[config.mk]
export PLATFORM = sky130hd
export DESIGN_NAME = fifo_sync_ctrl
export DESIGN_NICKNAME = d
export VERILOG_FILES = /design/src/rtl/fifo_sync_ctrl.sv
export SDC_FILE = /design/constraint.sdc
export NUM_CORES = 1
export LEC_CHECK = 0
export CORE_MARGIN = 3
export CORE_UTILIZATION = 45
export DETAILED_ROUTE_END_ITERATION = 10
export PLACE_DENSITY = 0.9
export SLEW_MARGIN = 20
export SYNTH_ARGS = -nofsm -noshare
export SYNTH_HDL_FRONTEND = slang
export SYNTH_SLANG_ARGS = --single-unit
[constraint.sdc]
create_clock -name clk -period 7.8 [get_ports clk]
set_clock_uncertainty 0.2 [all_clocks]
set_input_delay 1.56 -clock clk [delete_from_list [all_inputs] [get_ports clk]]
set_output_delay 1.56 -clock clk [all_outputs]
set_load 0.05 [all_outputs]
[src/rtl/fifo_sync_ctrl.sv]
// Single-clock FIFO controller for a dual-port RAM: port A writes, port B reads.
// First-word-fall-through read side backed by a 2-entry output buffer.
module fifo_sync_ctrl #(
    parameter int DATA_WIDTH = 32,
    parameter int ADDR_WIDTH = 5
) (
    input  logic                  clk,
    input  logic                  rst_n,
    input  logic                  in_valid,
    input  logic [DATA_WIDTH-1:0] in_data,
    output logic                  in_ready,
    output logic                  out_valid,
    output logic [DATA_WIDTH-1:0] out_data,
    input  logic                  out_ready,
    output logic [ADDR_WIDTH+1:0] level,
    output logic                  ram_wren_a,
    output logic [ADDR_WIDTH-1:0] ram_address_a,
    output logic [DATA_WIDTH-1:0] ram_data_a,
    output logic [ADDR_WIDTH-1:0] ram_address_b,
    output logic                  ram_wren_b,
    output logic [DATA_WIDTH-1:0] ram_data_b,
    input  logic [DATA_WIDTH-1:0] ram_q_b
);

    localparam logic [ADDR_WIDTH:0] FULL_USED = {1'b1, {ADDR_WIDTH{1'b0}}};
    localparam logic [ADDR_WIDTH:0] PTR_ONE   = {{ADDR_WIDTH{1'b0}}, 1'b1};

    logic [ADDR_WIDTH:0]   wptr;
    logic [ADDR_WIDTH:0]   rptr;
    logic [ADDR_WIDTH:0]   ram_used;
    logic                  pend;
    logic [1:0]            buf_cnt;
    logic [DATA_WIDTH-1:0] buf0;
    logic [DATA_WIDTH-1:0] buf1;
    logic                  accept;
    logic                  issue;
    logic                  push;
    logic                  pop;
    logic [2:0]            occupancy;

    assign ram_used  = wptr - rptr;
    assign in_ready  = (ram_used != FULL_USED);
    assign accept    = in_valid & in_ready;
    assign out_valid = (buf_cnt != 2'd0);
    assign out_data  = buf0;
    assign push      = pend;
    assign pop       = out_valid & out_ready;

    // A same-cycle pop frees a slot in time for the next capture, so the
    // buffer never overflows while a word per cycle is sustained.
    assign occupancy = {2'b00, pend} + {1'b0, buf_cnt} - {2'b00, pop};
    assign issue     = (ram_used != '0) && (occupancy < 3'd2);

    assign level = {1'b0, ram_used}
                 + {{(ADDR_WIDTH+1){1'b0}}, pend}
                 + {{ADDR_WIDTH{1'b0}}, buf_cnt};

    assign ram_wren_a    = accept;
    assign ram_address_a = wptr[ADDR_WIDTH-1:0];
    assign ram_data_a    = in_data;
    assign ram_address_b = rptr[ADDR_WIDTH-1:0];
    assign ram_wren_b    = 1'b0;
    assign ram_data_b    = '0;

    always_ff @(posedge clk) begin
        if (!rst_n) begin
            wptr    <= '0;
            rptr    <= '0;
            pend    <= 1'b0;
            buf_cnt <= 2'd0;
            buf0    <= '0;
            buf1    <= '0;
        end else begin
            if (accept) begin
                wptr <= wptr + PTR_ONE;
            end
            if (issue) begin
                rptr <= rptr + PTR_ONE;
            end
            pend <= issue;

            case ({push, pop})
                2'b10: begin
                    if (buf_cnt == 2'd0) begin
                        buf0 <= ram_q_b;
                    end else begin
                        buf1 <= ram_q_b;
                    end
                    buf_cnt <= buf_cnt + 2'd1;
                end
                2'b01: begin
                    buf0    <= buf1;
                    buf_cnt <= buf_cnt - 2'd1;
                end
                2'b11: begin
                    if (buf_cnt == 2'd1) begin
                        buf0 <= ram_q_b;
                    end else begin
                        buf0 <= buf1;
                        buf1 <= ram_q_b;
                    end
                end
                default: ;
            endcase
        end
    end

endmodule
-- Yosys cells after proc, flatten, opt, wreduce, memory -nomap -nowiden
Cells that the tools add are included.
- eq/ne operators: 8
- $lt $le $gt $ge: 1
- add/subtract/negate cells: 9
- reduce and logical (&&, ||, !) cells: 9
- bitwise operators: 2
- mux-type cells: 7
- operators by type and width (kind ; number):
    $mux 32 ; 4
    $pmux 32 s3 ; 1
    $pmux 32 s2 ; 1
    $add 6x1->6 const B ; 2
    $add 6x1->7 ; 1
    $add 7x2->7 ; 1
    $ne 2x2->1 const B ; 3
    $ne 6x6->1 const B ; 1
    $reduce_bool 2->1 ; 3
    $reduce_bool 6->1 ; 1
    $sub 6x6->6 ; 1
    $eq 2x1->1 const B ; 2
    $eq 2x2->1 const B ; 2
    $pmux 2 s2 ; 1
    $add 1x2->3 ; 1
    $lt 3x2->1 const B ; 1
    $reduce_and 3->1 ; 1
    $reduce_bool 3->1 ; 1
    $sub 3x1->3 ; 1
    $add 2x1->2 const B ; 1
    $and 1x1->1 ; 2
    $logic_not 2->1 ; 1
    $reduce_and 2->1 ; 1
    $sub 2x1->2 const B ; 1
    $logic_and 1x1->1 ; 1
- logic and storage cells: 42
- input bits: 68
- bits in registers: 79

-- Depth between registers and ports, before layout
Gate-level depths: netlist of the first run.
- depth in word-level cells: 5
- mapped depth: 11
- depth with buffers taken out: 10

-- Worst setup path after synthesis of the first run
No wires, ideal clock.
- kind: register -> output
- start point: reg rptr[2]
- end point: out level[6]
- path slack: 3.102 ns
- path buffers: 0
- cell stages (with the launch flop): 8
- arrival time: 2.938 ns
- cells stage by stage: dfxtp_1 -> inv_1 -> ha_1 -> nor2_1 -> a21oi_1 -> xor2_2 -> nand3_1 -> nor4_1
- longest elaborated chain between the ends: 3
- RTL lines (what ; line ; RTL):
    start, declared ; 29 ; logic [ADDR_WIDTH:0] rptr;
    start signal, assigned ; 78 ; rptr <= rptr + PTR_ONE;
    $sub 6x6->6 ; 41 ; assign ram_used = wptr - rptr;
    $add 6x1->7 ; 55 ; + {{(ADDR_WIDTH+1){1'b0}}, pend}
    $add 7x2->7 ; 56 ; + {{ADDR_WIDTH{1'b0}}, buf_cnt};
    end, declared ; 15 ; output logic [ADDR_WIDTH+1:0] level,
No other way between the ends.

-- Final worst setup path of the first run
- start point: reg rptr[0]
- end point: out ram_wren_a
- longest elaborated chain between the ends: 3
- RTL lines (what ; line ; RTL):
    $sub 6x6->6 ; 41 ;
    $ne 6x6->1 ; 42 ; assign in_ready = (ram_used != FULL_USED);
    $and 1x1->1 ; 43 ; assign accept = in_valid & in_ready;
    end, declared ; 16 ; output logic ram_wren_a,
No other way between the ends.

==> metrics.md, run 1 <==
| Metric | Value |
|---|---|
| Status | `finished, final reports clean` |
| Main synth FF type | `dfxtp_1` |
| Crit path DAT | `3340 ps` |
| Pins Over Slew Limit | `0` |
| Final WL | `9680 um` |
| Crit end category | `primary output` |
| Commonest cells after routing, fill and taps aside | `86 x clkdlybuf4s50_1, 82 x nand2_1, 79 x dfxtp_1, 35 x a21boi_0, 33 x conb_1` |
| Gr ovfl total | `0` |
| Synth Area in Adders | `5.87%` |
| Worst r2r src | `buf_cnt[1]$_SDFFE_PN0P_` |
| RSZ-0062 raised after global routing | `no` |
| Mux contribution to synthesized area | `about 1.8%` |
| Worst slack at placement | `2770 ps` |
| Clock Tree Root | `clkbuf_8` |
| Total GRT Usage | `17.1%` |
| CP Launch Type | `flop` |
| First-pass GRT wire length | `15600 um` |
| Synth Warn # | `0` |
| Core area | `9330 um^2` |
| Min Clock Period, post-route | `5100 ps` |
| Worst Setup Slack, final | `2700 ps` |
| Longest Clk Path Bufs | `2` |
| Final setup viols | `0` |
| Fin util | `54.4%` |
| Period utilization | `roughly 65%` |
| HP Class | `reg -> reg` |
| Layout overhead on the synthesized area | `16.8%` |
| DRC viols | `0` |
| Layout cell share with drive strength beyond 1 | `5.81%` |
| Hold Path Origin | `buf1[30]$_SDFFE_PN0P_` |
| Post-CTS setup buffer count | `0` |
| Yosys top cell area share | `36.4%` |
| Vias in the first global route | `3332` |
| Yosys reg bits | `79` |
| Post-synthesis compound-gate area fraction | `24.2%` |
| CTS Buf Count | `9` |
| Worst setup endpoint | `ram_wren_a` |
| Cells after synthesis | `approximately 480` |
| Die area | `10900 um^2` |
| Synth area leaders | `dfxtp_1 36%, buf_4 13%, a221o_1 7.4%` |
| Via count | `about 3400` |
| Leakage | `0.00223 uW` |
| Initial DRT Pass Iterations | `4` |
| Initial cell density of the core | `46.6%` |
| Mapped Area | `4350 um^2` |
| Final TNS setup | `0 ps` |
| First DRT Iteration DRCs | `roughly 140` |
| Hold_buf cts | `0` |
| Commonest non-fill, non-tap cell in the layout | `clkdlybuf4s50_1` |
| Clock H-tree levels | `3` |
| WHS | `268 ps` |
| Largest family of logic cells by synthesized area | `compound AO/OA/AOI/OAI gates` |
| FMAX | `0.196 GHz` |
| Synth cell types | `39` |
| Post-synth EDFFs | `0` |
| WP data required | `6040 ps` |
| Mean Syn Cell Area | `9.09 um^2` |
| Die W | `104 um` |
| Synth Area in XOR/XNOR | `between 2 and 2.5%` |
| CTS tree | `built` |
| Final GP Congestion | `about 0.85` |
| Clock Pin Slew Worst Setup and Hold Paths | `70 ps` |
| Max FO, Critical Path | `8` |
| Final Net Count | `598` |
| Rel. slew slack | `47.7%` |
| Final ANT Viol Nets | `0` |
| Initial antenna violation count | `0` |
| FFs w/ async S/R, synth | `0%` |
| Row cnt | `35` |
| R2R depth | `10` |
| Yosys top cell by area | `dfxtp_1` |
| Largest net degree at the start of global routing | `88` |
| Die Height | `104 um` |
| Post-DP HPWL | `6820 um` |
| # diodes | `0` |
| Vias/cell | `5.31` |
| Peak supply drop | `0.231 mV` |
| Post-cts resize count | `0` |
| Post-Synth Simple-Gate Area | `between 10% and 20%` |
| Crit. Startpoint | `rptr[0]$_SDFFE_PN0P_` |
| Final Hold Vio Count | `0` |
| I/O pin total | `185` |
| Power density cells | `476 nW/um^2` |
| RR Endpoint | `rptr[5]$_SDFFE_PN0P_` |
| Critical path class | `reg -> out` |
| Worst Tran Pin Value | `between 700 and 800 ps` |
| Reg-to-reg slack, setup | `roughly 4400 ps` |
| Pwr Total | `about 2400 uW` |
| Register area share after synthesis | `36.4%` |
| Maxcap violations | `0` |
| Port buffer count | `87` |
| Clk sink count | `between 70 and 80` |
| Worst-Skew Late Latency | `340 ps` |
| DR WL/cell | `between 15 and 20 um` |
[cells by family after synthesis]
family                     count (synthesis)
DFF                                       79
muxes                                      8
buffers and inverters                    117
and+or+nand+nor                          121
AOI/OAI and AO/OA                        123
other                                      1
adders and majority gates                 18
xor gates and xnor gates                  11
[cell type report]
| class | instances | area (um^2) |
|---|---|---|
| Fill cell | 794 | 4250 |
| Multi-Input combinational cell | 314 | 2180 |
| Sequential cell | 79 | 1580 |
| Timing Repair Buffer | 93 | 911 |
| Tap cell | 129 | 161 |
| Clock buffer | 9 | 124 |
| Clock inverter | 6 | 61.3 |
| Inverter | 15 | 56.3 |
[per-layer routing]
metal  share of wire, %  GRT usage [%]
met1                 41           20.8
met2                 49           28.9
met3                8.1           5.09
met4                1.9           5.51
met5                  0              0
[how the worst min path moves through the flow]
stage,slack [ps],cells after the start,end
after floorplan,240,2,buf1[10]$_SDFFE_PN0P_
after global placement,250,2,buf1[7]$_SDFFE_PN0P_
after detailed placement,260,2,buf1[1]$_SDFFE_PN0P_
after CTS,270,2,buf1[1]$_SDFFE_PN0P_
after global routing,300,2,buf1[1]$_SDFFE_PN0P_
final,270,2,buf1[30]$_SDFFE_PN0P_
[flip-flops by register name, indices dropped and copies added (netlist names)]
name and flops:
buf1 32, rptr 6, out_data 32, buf_cnt 2
pend 1, wptr 6
[worst max-delay path, cell delays in order, from the launching register on]
cell	delay, ps
dfxtp_1	430
ha_1	200
inv_1	60
fa_1	450
nand3_1	140
a21oi_1	110
o21ai_1	300
a211oi_2	140
nor2b_1	300
clkdlybuf4s50_1	860
[power by group]
| part | switching, uW | internal (uW) |
|---|---|---|
| registers | 94.6 | 548 |
| logic | 965 | 514 |
| clock network | 146 | 145 |
| total | 1210 | 1210 |
[synth_stat cells (all sizes together), types with 2 or more instances]
cell type and count:
a21boi 36, o21ai 9, nand2b 5, nor3 2, a221o 32, nand2 82, fa 4, and2 5
clkbuf 27, a21oi 7, nand3 7, buf 75, dfxtp 79, ha 14, xor2 5, nor2b 2
xnor2 6, nand4 2, mux2i 8, o211a 32, inv 15, nor4 2, nor3b 2, nor2 5
or3 4
[per-stage QoR]
step,cell area [um^2],instances
floorplan,4470,510
global placement,4890,630
detailed placement,4890,630
CTS,5070,645
global route,5070,645
finish,5070,645
Note: power is estimated with default switching activity, not from simulation.
==> run 2: changes to the inputs <==
CORE_UTILIZATION = 39   (was 45)
PLACE_DENSITY = 0.83   (was 0.9)
clock period = 4.18 ns   (was 7.8 ns; I/O delays follow)
==> run 2 against run 1 <==
  * Combinational power rose by 86%
  * Clock-buffer cell count increased by 1
  * Worst hold slack worse by 1.9 ps
  * Final area rose by 2.0%
  * Global-route usage decreased by 1.3 points
  * Via count up 1.1%
  * Largest cell class unchanged
  * Worst setup slack worse by 2500 ps
  * Power up 93%
  * Largest power group unchanged
  * Flip-flop and latch count stayed put
  * Wire length increased by 2.1%
  * Register-to-register slack lost 3700 ps
==> metrics.md, run 2 (synthesis gave the netlist of run 1 again) <==
| Metric | Value |
|---|---|
| First-pass GRT wire length | `16300 um (+4.1%)` |
| Final setup viols | `0 (unchanged)` |
| Status | `finished, final reports clean` |
| Post-CTS setup buffer count | `0 (unchanged)` |
| Final Hold Vio Count | `0 (unchanged)` |
| Rel. slew slack | `39.1% (-8.6 points)` |
| Power density cells | `900 nW/um^2 (+89%)` |
| WP data required | `3140 ps (-2900 ps)` |
| Switch Pwr | `2270 uW (+88%)` |
| WHS | `266 ps (-1.89 ps)` |
| Int Power | `2390 uW (+98%)` |
| Clock Tree Root | `clkbuf_8` |
| Die Height | `112 um (+7.0%)` |
| Switching portion of total power | `48.7% (-1.3 points)` |
| Die area | `12400 um^2 (+14%)` |
| Commonest non-fill, non-tap cell in the layout | `nand2_1` |
| # diodes | `0 (unchanged)` |
| Crit path DAT | `2910 ps (-430 ps)` |
| Pins Over Slew Limit | `0 (unchanged)` |
| Layout overhead on the synthesized area | `19.1%` |
| Worst Tran Pin Value | `912 ps (+128 ps)` |
| Crit end category | `primary output` |
| Gr ovfl total | `0 (unchanged)` |
| Vias/cell | `5.30 (-0.34%)` |
| Worst Setup Slack, final | `235 ps (-2470 ps)` |
| Largest net degree at the start of global routing | `74 (-16%)` |
| Core area | `10600 um^2 (+13%)` |
| HP Class | `reg -> reg` |
| Comb power frac | `59.2% (-2.1 points)` |
| First DRT Iteration DRCs | `155 (+9.2%)` |
| DRC viols | `0 (unchanged)` |
| FMAX | `0.254 GHz` |
| Initial antenna violation count | `0 (unchanged)` |
| Post-DP HPWL | `6980 um (+2.4%)` |
| Clk sink count | `79 (unchanged)` |
| Worst slack at placement | `278 ps (-2490 ps)` |
| Period utilization | `94.4%` |
| Min Clock Period, post-route | `3940 ps` |
| CTS Buf Count | `9 (unchanged)` |
| Peak supply drop | `0.752 mV (+230%)` |
| Longest Clk Path Bufs | `2 (unchanged)` |
| Total GRT Usage | `15.8% (-1.3 points)` |
| I/O pin total | `185 (unchanged)` |
| Maxcap violations | `0 (unchanged)` |
| Port buffer count | `87 (unchanged)` |
| Die W | `112 um (+7.0%)` |
| CTS tree | `built` |
| Via count | `3463 (+1.1%)` |
| Leakage | `0.00231 uW (+3.9%)` |
| CP Launch Type | `flop` |
| Layout cell share with drive strength beyond 1 | `6.37% (+0.56 points)` |
| Final WL | `9880 um (+2.1%)` |
| Critical path class | `reg -> out` |
| Worst-Skew Late Latency | `350 ps (about the same)` |
| Sequential power share | `25.7% (-0.9 points)` |
| Clock Pin Slew Worst Setup and Hold Paths | `80 ps (about the same)` |
| Hold_buf cts | `0 (unchanged)` |
| Row cnt | `37 (+5.7%)` |
| Clock H-tree levels | `3 (unchanged)` |
| Final ANT Viol Nets | `0 (unchanged)` |
| Final TNS setup | `0 ps (unchanged)` |
| Final GP Congestion | `0.831 (-2.0%)` |
| Commonest cells after routing, fill and taps aside | `82 x nand2_1, 79 x dfxtp_1, 79 x clkdlybuf4s50_1, 35 x a21boi_0, 33 x conb_1` |
| Clock power share | `15.1% (+3.0 points)` |
| Initial cell density of the core | `41.2% (-5.4 points)` |
| Layout fillers | `978 (+23%)` |
| Initial DRT Pass Iterations | `4 (unchanged)` |
| Vias in the first global route | `3331 (-0.030%)` |
| Final Net Count | `599 (+0.17%)` |
| Fin util | `49.0% (-5.4 points)` |
| DR WL/cell | `15.1 um (+0.74%)` |
| Max FO, Critical Path | `5 (-3)` |
| RSZ-0062 raised after global routing | `no` |
[run 2: changes by cell type in the layout (fill, tap and decap cells not counted), sizes merged, moves of 2 or more]
cell,previous run,this run
dlygate4sd2,0,2
bufinv,1,3
clkdlybuf4s50,86,79
buf,7,10
dlymetal6s2s,0,3
clkinv,3,1
[run 2: stage by stage]
| step | cells | instance area [um^2] | power, uW |
|---|---|---|---|
| 2_1_floorplan | 510 | 4470 | 3290 |
| 3_3_place_gp | 638 | 4910 | 3940 |
| 3_5_place_dp | 638 | 4910 | 4000 |
| 4_1_cts | 654 | 5160 | 4710 |
| 5_1_grt | 654 | 5170 | 4930 |
| 6_report | 654 | 5170 | 4660 |
[run 2: power by group through the flow]
stage | sequential, uW | clock [uW] | combinational [uW]
finish | 1200 | 703 | 2760
detailed placement | 1210 | 0 | 2790
CTS | 1200 | 728 | 2790
global route | 1230 | 754 | 2940
global placement | 1200 | 0 | 2740
floorplan | 1720 | 0 | 1560
[run 2: cell type report]
type	count	area (um^2)	area share, %
clock buffer	10	138	2.66
clock inverter	6	115	2.22
inverter	15	56.3	1.09
multi-input combinational	314	2190	42.4
sequential	79	1580	30.6
tap	136	170	3.29
timing repair buffer	94	921	17.8
[run 2: path summary, 6_finish.rpt]
kind | startpoint | endpoint | slack, ps | depth (start not counted)
worst max-delay path | wptr[0]$_SDFFE_PN0P_ | level[1] | 240 | 6
worst min-delay path | buf1[11]$_SDFFE_PN0P_ | buf1[11]$_SDFFE_PN0P_ | 270 | 2
worst max register to register | buf_cnt[1]$_SDFFE_PN0P_ | rptr[5]$_SDFFE_PN0P_ | 710 | 10
worst min register to register | buf1[11]$_SDFFE_PN0P_ | buf1[11]$_SDFFE_PN0P_ | 270 | 2
[run 2: critical path, stage by stage (launching register included)]
cell and delay, ps:
dfxtp_1 400, inv_1 90, ha_1 200, inv_1 70
fa_1 470, fa_1 530, clkdlybuf4s50_1 790
[run 2: routing by layer]
| metal | part of all wire [%] | GRT usage (%) | routed length, um | up-vias |
|---|---|---|---|---|
| met5 | 0 | 0 | 0 | - |
| met4 | 1.6 | 7.62 | 161 | 0 |
| met3 | 5.7 | 3.15 | 564 | 19 |
| met2 | 50 | 26.9 | 4920 | 118 |
| met1 | 43 | 19.2 | 4240 | 1681 |
| li1 | - | - | - | 1645 |
[run 2: repair_timing]
action	CTS	global route
resized for setup	2	3
endpoints found under the setup margin	2	3
pin swaps	0	0
==> run 3: changes to the inputs <==
HOLD_SLACK_MARGIN = 0.05   (was default)
==> results of run 3 <==
The final DEF is identical to that of run 2; final timing and power are the same.
